<file path="config.mk">
export PLATFORM = sky130hd
export DESIGN_NAME = serial_add_sub
export DESIGN_NICKNAME = d
export VERILOG_FILES = /design/src/rtl/add_sub_pkg.sv /design/src/rtl/fa_fs_cell.sv /design/src/rtl/serial_add_sub.sv
export SDC_FILE = /design/constraint.sdc
export NUM_CORES = 1
export LEC_CHECK = 0
export ABC_AREA = 1
export CORE_ASPECT_RATIO = 0.6
export CORE_MARGIN = 2
export CORE_UTILIZATION = 30
export DETAILED_ROUTE_END_ITERATION = 8
export PLACE_DENSITY_LB_ADDON = 0.1
export SKIP_CTS_REPAIR_TIMING = 1
export SLEW_MARGIN = 20
export SYNTH_ARGS = -nofsm -noshare
export SYNTH_HDL_FRONTEND = slang
export SYNTH_SLANG_ARGS = --single-unit
</file>
<file path="constraint.sdc">
create_clock -name clk -period 1.6 [get_ports clk]
set_input_delay 0.32 -clock clk [delete_from_list [all_inputs] [get_ports clk]]
set_output_delay 0.32 -clock clk [all_outputs]
set_load 0.1 [all_outputs]
</file>
<file path="src/rtl/add_sub_pkg.sv">
// rtl/add_sub_pkg.sv - shared state and mode definitions for the bit-serial adder/subtractor
package add_sub_pkg;

  typedef enum logic [1:0] {
    IDLE = 2'd0,
    RUN  = 2'd1,
    DONE = 2'd2
  } state_t;

  localparam logic MODE_ADD = 1'b0;
  localparam logic MODE_SUB = 1'b1;

endpackage

</file>
<file path="src/rtl/fa_fs_cell.sv">
// rtl/fa_fs_cell.sv - combinational 1-bit full adder / full subtractor cell
module fa_fs_cell
  import add_sub_pkg::*;
(
  output logic s,
  output logic co,
  input  logic x,
  input  logic y,
  input  logic cin,
  input  logic mode
);

  // In subtract mode cin/co carry a borrow rather than a carry.
  always_comb begin
    s  = x ^ y ^ cin;
    co = 1'b0;
    case (mode)
      MODE_ADD: co = (x & y) | (cin & (x ^ y));
      MODE_SUB: co = (~x & y) | (cin & ~(x ^ y));
      default:  co = 1'b0;
    endcase
  end

endmodule

</file>
<file path="src/rtl/serial_add_sub.sv">
// rtl/serial_add_sub.sv - LSB-first bit-serial WIDTH-bit adder/subtractor with start/done handshake
module serial_add_sub
  import add_sub_pkg::*;
#(
  parameter int WIDTH = 8
) (
  input  logic             clk,
  input  logic             rst_n,
  input  logic             start,
  input  logic             select,
  input  logic [WIDTH-1:0] a,
  input  logic [WIDTH-1:0] b,
  output logic             busy,
  output logic             done,
  output logic [WIDTH-1:0] result,
  output logic             c_out,
  output logic             ovf
);

  localparam int CNT_W = $clog2(WIDTH);
  localparam logic [CNT_W-1:0] LAST_BIT = CNT_W'(WIDTH - 1);

  state_t           state_q, state_d;
  logic [WIDTH-1:0] opa_q, opa_d;
  logic [WIDTH-1:0] opb_q, opb_d;
  logic [WIDTH-1:0] acc_q, acc_d;
  logic [WIDTH-1:0] result_q, result_d;
  logic [CNT_W-1:0] cnt_q, cnt_d;
  logic             mode_q, mode_d;
  logic             cy_q, cy_d;
  logic             c_out_q, c_out_d;
  logic             ovf_q, ovf_d;

  logic             cell_s;
  logic             cell_co;
  logic [WIDTH-1:0] acc_shifted;

  fa_fs_cell u_cell (
    .s    (cell_s),
    .co   (cell_co),
    .x    (opa_q[0]),
    .y    (opb_q[0]),
    .cin  (cy_q),
    .mode (mode_q)
  );

  assign acc_shifted = {cell_s, acc_q[WIDTH-1:1]};

  always_comb begin
    state_d  = state_q;
    opa_d    = opa_q;
    opb_d    = opb_q;
    acc_d    = acc_q;
    result_d = result_q;
    cnt_d    = cnt_q;
    mode_d   = mode_q;
    cy_d     = cy_q;
    c_out_d  = c_out_q;
    ovf_d    = ovf_q;
    case (state_q)
      IDLE: begin
        if (start) begin
          state_d = RUN;
          opa_d   = a;
          opb_d   = b;
          mode_d  = select;
          cy_d    = 1'b0;
          cnt_d   = '0;
        end
      end
      RUN: begin
        opa_d = opa_q >> 1;
        opb_d = opb_q >> 1;
        acc_d = acc_shifted;
        cy_d  = cell_co;
        cnt_d = cnt_q + CNT_W'(1);
        // Outputs move only on the last bit so partial sums never leak out.
        if (cnt_q == LAST_BIT) begin
          state_d  = DONE;
          result_d = acc_shifted;
          c_out_d  = cell_co;
          ovf_d    = cy_q ^ cell_co;
        end
      end
      DONE:    state_d = IDLE;
      default: state_d = IDLE;
    endcase
  end

  always_ff @(posedge clk) begin
    if (!rst_n) begin
      state_q  <= IDLE;
      opa_q    <= '0;
      opb_q    <= '0;
      acc_q    <= '0;
      result_q <= '0;
      cnt_q    <= '0;
      mode_q   <= 1'b0;
      cy_q     <= 1'b0;
      c_out_q  <= 1'b0;
      ovf_q    <= 1'b0;
    end else begin
      state_q  <= state_d;
      opa_q    <= opa_d;
      opb_q    <= opb_d;
      acc_q    <= acc_d;
      result_q <= result_d;
      cnt_q    <= cnt_d;
      mode_q   <= mode_d;
      cy_q     <= cy_d;
      c_out_q  <= c_out_d;
      ovf_q    <= ovf_d;
    end
  end

  assign busy   = (state_q == RUN);
  assign done   = (state_q == DONE);
  assign result = result_q;
  assign c_out  = c_out_q;
  assign ovf    = ovf_q;

endmodule

</file>
* Word level (Yosys, flattened, before mapping)
Index checks and enable logic that the tools add are counted.
Storage, ports and cells: bits in registers 41, output and inout port bits 12, logic and storage cells 46
Cells by class: add/sub/neg operators 1, eq/ne operators 5, multiplexer cells 12, bitwise gates (word level) 12, reductions and logical operators 6
Operator list (number):
- $pmux W8 S2 | 2
- $mux W8 | 2
- $reduce_and A2 Y1 | 4
- $pmux W3 S2 | 1
- $and A1 B1 Y1 | 4
- $mux W2 | 2
- $pmux W1 S2 | 2
- $pmux W2 S2 | 1
- $add A3 B1 Y3 const B | 1
- $eq A3 B3 Y1 const B | 1
- $mux W3 | 1
- $not A1 Y1 | 3
- $xor A1 B1 Y1 | 3
- $eq A2 B1 Y1 const B | 1
- $eq A2 B2 Y1 const B | 1
- $logic_not A2 Y1 | 1
- $ne A2 B1 Y1 const B | 1
- $ne A2 B2 Y1 const B | 1
- $or A1 B1 Y1 | 2
- $reduce_bool A2 Y1 | 1
- $mux W1 | 1

* Depth between registers and ports, before layout
depth after elaboration 6, gate-level depth with buffers 8, mapped depth without buffers 8

* Modules after synthesis
Synthesis repeated with hierarchy kept, for this count alone.
Second synthesis, totals: cells, all modules 275, area, all modules 1890.6 µm²
By module, submodules not included:
- serial_add_sub | times used 1, cells each 266, area each 1824.2 µm²
- fa_fs_cell | times used 1, cells each 9, area each 66.3 µm²

* Worst setup path before layout
OpenSTA, ideal clock, no wires.
path type register to output, start point reg state_q[1], end point out done, data arrival time 1.699 ns, required time 1.280 ns, path slack -0.419 ns, stages on the path, launching flop included 3, buffers on the path 0, path through dfxtp_1 > inv_2 > nor2_1
Between the ends: longest elaborated chain between the ends 1
RTL lines:
- from (decl) | line serial_add_sub.sv:23 | state_t state_q, state_d;
- from (signal assigned) | line serial_add_sub.sv:103 | state_q <= state_d;
- $eq A2 B2 Y1 | line serial_add_sub.sv:117 | assign done = (state_q == DONE);
- to (decl) | line serial_add_sub.sv:14 | output logic done,
No other way between the ends.

* Worst setup path in the final report
start point reg state_q[0], end point out busy
Between the ends: longest elaborated chain between the ends 1
RTL lines:
- $eq A2 B1 Y1 | line serial_add_sub.sv:116 | assign busy = (state_q == RUN);
- to (decl) | line serial_add_sub.sv:13 | output logic busy,
No other way between the ends.

==> results.yml <==
outcome:
  status: "finished, final reports clean"
logic_synthesis:
  synth_edf_count: 0
  synthTopCellsByArea: "dfxtp_1 (46%), nand2_1 (16%), nor2_1 (8.4%)"
  synth_commonest_cells: "nand2_1 (74), dfxtp_1 (40), nor2_1 (39)"
  yosysSeqAreaShare_pct: 46.1
  async_reset_ff_share_pct: 0
  yosysMostFrequentCell: "nand2_1"
  syn_area_mm2: 0.00174
  ys_warn_count: 0
  synth-seq-cells: 40
  synth_top_area_cell: "dfxtp_1"
  yosys.area.top_type_share_pct: 46.1
  synth_nets: 274
  avgSynthCellArea_um2: 6.95
  synth_cell_types: 21
  synthCells: 250
  synthFlopType: "dfxtp_1"
hold_path:
  hold_depth: 2
  min_to: "result[0]"
  hp-start: "acc_q[1]"
  hp-class: "flip-flop to flip-flop"
route:
  vias_per_cell: 4.15
  ant_nets: 0
  drc_errors: 0
  wirelength_um: 3650
  vias: 1519
  drtIter0Drc: 45
  first_pass_iters: 4
  wl_per_cell_um: 9.97
cells_and_area:
  multi_input_area_um2: 774
  drive_above_1_share_pct: 12.2
  antenna_cells_inserted: 0
  finalNetCount: 309
  final_area_mm2: 0.00239
  seq_area_um2: 801
  fin_util_pct: 42.9
  fillerInstances: 618
  syn2layout_area_growth_pct: 37.7
grt:
  grt_overflow_total: 0
  grt_pass1_wl_um: 5910
  antenna_found_initial: 0
  grt_max_degree: 35
  first_global_vias: 1290
  grt_use_total_pct: 11.9
floorplan:
  design.core.area_mm2: 0.00557
  ioPinCount: 32
  num_rows: 21
  die_y_um: 63.0
  die_x_um: 102
  dieArea_mm2: 0.00644
  initial_core_util_pct: 31.2
clocking:
  cts_tree: "built"
  insertion_delay_ns: 0.29
  clockBufferDepth: 2
  cts.htree.levels: 2
  numClockSinks: 40
  root_buffer: "clkbuf_8"
  cts_made_buffers: 5
  path_clk_slew_ns: 0.07
power:
  switching_share_pct: 26.4
  clkPwrFrac_pct: 32.5
  p_int_mw: 1.55
  power_frac_seq_pct: 51.5
  p_switching_uw: 556
  irDropWorstVdd_mv: 0.424
  power.leakage_nw: 1.03
  comb_power_share_pct: 16.0
  cellPowerDensity_mw_per_mm2: 878
placement:
  place_area_mm2: 0.00230
  dp_hpwl_um: 2670
  port_buffers: 31
  gp_congestion: 0.742
sta:
  hold_viol: 0
  min_period_over_period_pct: 93.9
  max_freq_mhz: 666
  min_period_ns: 1.50
  worst_pin_slew_ns: 0.528
  slew_headroom_pct: 64.8
  fin_tns_setup_ns: 0
  finalSetupViolCount: 0
  rsz0062_at_grt: "no"
  finalMaxSlewViolations: 0
  fin_skew_ns: 0.00890
worst_setup_path:
  crit_type: "flip-flop to output port"
  crit_path_start_kind: "flip-flop"
  cp-end-kind: "output port"
  r2r_end: "result[7]"
  rr_worst_depth: 6
  critical_path_required_ns: 1.28
  r2r_start: "cnt_q[0]"
  arrival_ns: 1.18
  cp_max_fo: 5
  r2r_setup_slack_ns: 0.22
flow_run:
  cap_violations: 0
==> stage by stage <==
| stage | power, mW | setup slack [ns] | hold slack, ns | instances |
|---|---|---|---|---|
| after floorplan | 1.32 | 0.0478 | 0.440 | 250 |
| after global placement | 1.45 | 0.124 | 0.453 | 358 |
| after detailed placement | 1.45 | 0.122 | 0.456 | 358 |
| after CTS | 2.14 | 0.0761 | 0.467 | 366 |
| after global routing | 2.23 | 0.0339 | 0.484 | 366 |
| final | 2.10 | 0.0975 | 0.463 | 366 |
==> cell usage in the layout (no fill, tap or decap) <==
cell	count
a211oi_1	2
a21oi_1	17
buf_12	14
buf_4	6
clkbuf_8	6
clkdlybuf4s50_1	19
clkinv_2	2
dfxtp_1	40
fa_1	2
ha_1	2
inv_1	26
inv_2	3
nand2_1	74
nand2_2	1
nand3_1	9
nor2_1	38
nor2_2	1
nor2_4	1
o21ai_0	18
o21ai_1	3
o21ai_2	1
or2_0	1
==> critical path: stages, from the launching register on <==
cell	delay [ns]
dfxtp_1	0.46
inv_2	0.09
nor2_4	0.16
buf_12	0.19
==> final cells by class <==
cell class,instances,area share [%]
clock buffer,6,3.45
multi-input combinational,170,32.4
sequential,40,33.5
clock inverter,2,0.418
inverter,29,4.55
tap,80,4.18
timing repair buffer,39,21.5
==> power by group through the flow <==
| stage | clock network, mW | registers, mW | logic, mW |
|---|---|---|---|
| 5_1_grt | 0.759 | 1.09 | 0.385 |
| 6_report | 0.683 | 1.08 | 0.336 |
| 4_1_cts | 0.714 | 1.08 | 0.343 |
| 3_3_place_gp | 0 | 1.10 | 0.342 |
| 2_1_floorplan | 0 | 1.10 | 0.221 |
| 3_5_place_dp | 0 | 1.10 | 0.341 |
==> routing by layer <==
metal	vias up	part of all wire [%]	track usage (%)
met3	4	4.2	4.03
met1	646	55	17.4
li1	839	-	-
met2	30	40	16.3
met4	0	0.69	3.50
met5	-	0	0
==> logic make-up (layout without fill, tap and decap cells) <==
group	after synthesis	count (layout)	share of synthesized area, %
adders and majority gates	4	4	3.74
DFF	40	40	46.1
buffers and inverters	40	76	9.50
AOI/OAI and AO/OA	41	41	12.3
and+or+nand+nor	125	125	28.4
==> worst max-delay path by stage <==
stage               startpoint   end  slack [ns]  cells after the start
global route        state_q[0]  busy        0.03                      3
global placement         rst_n   ovf        0.12                      5
floorplan           state_q[1]  done        0.05                      2
CTS                 state_q[0]  busy        0.08                      3
finish              state_q[0]  busy         0.1                      3
detailed placement       rst_n   ovf        0.12                      5
==> registers in the layout (all words and copies together), names as in the netlist <==
name / count
state_q: 2
result: 8
cy_q: 1
cnt_q: 3
acc_q: 7
opb_q: 8
ovf: 1
opa_q: 8
mode_q: 1
c_out: 1
Note: power is estimated with default switching activity, not from simulation.
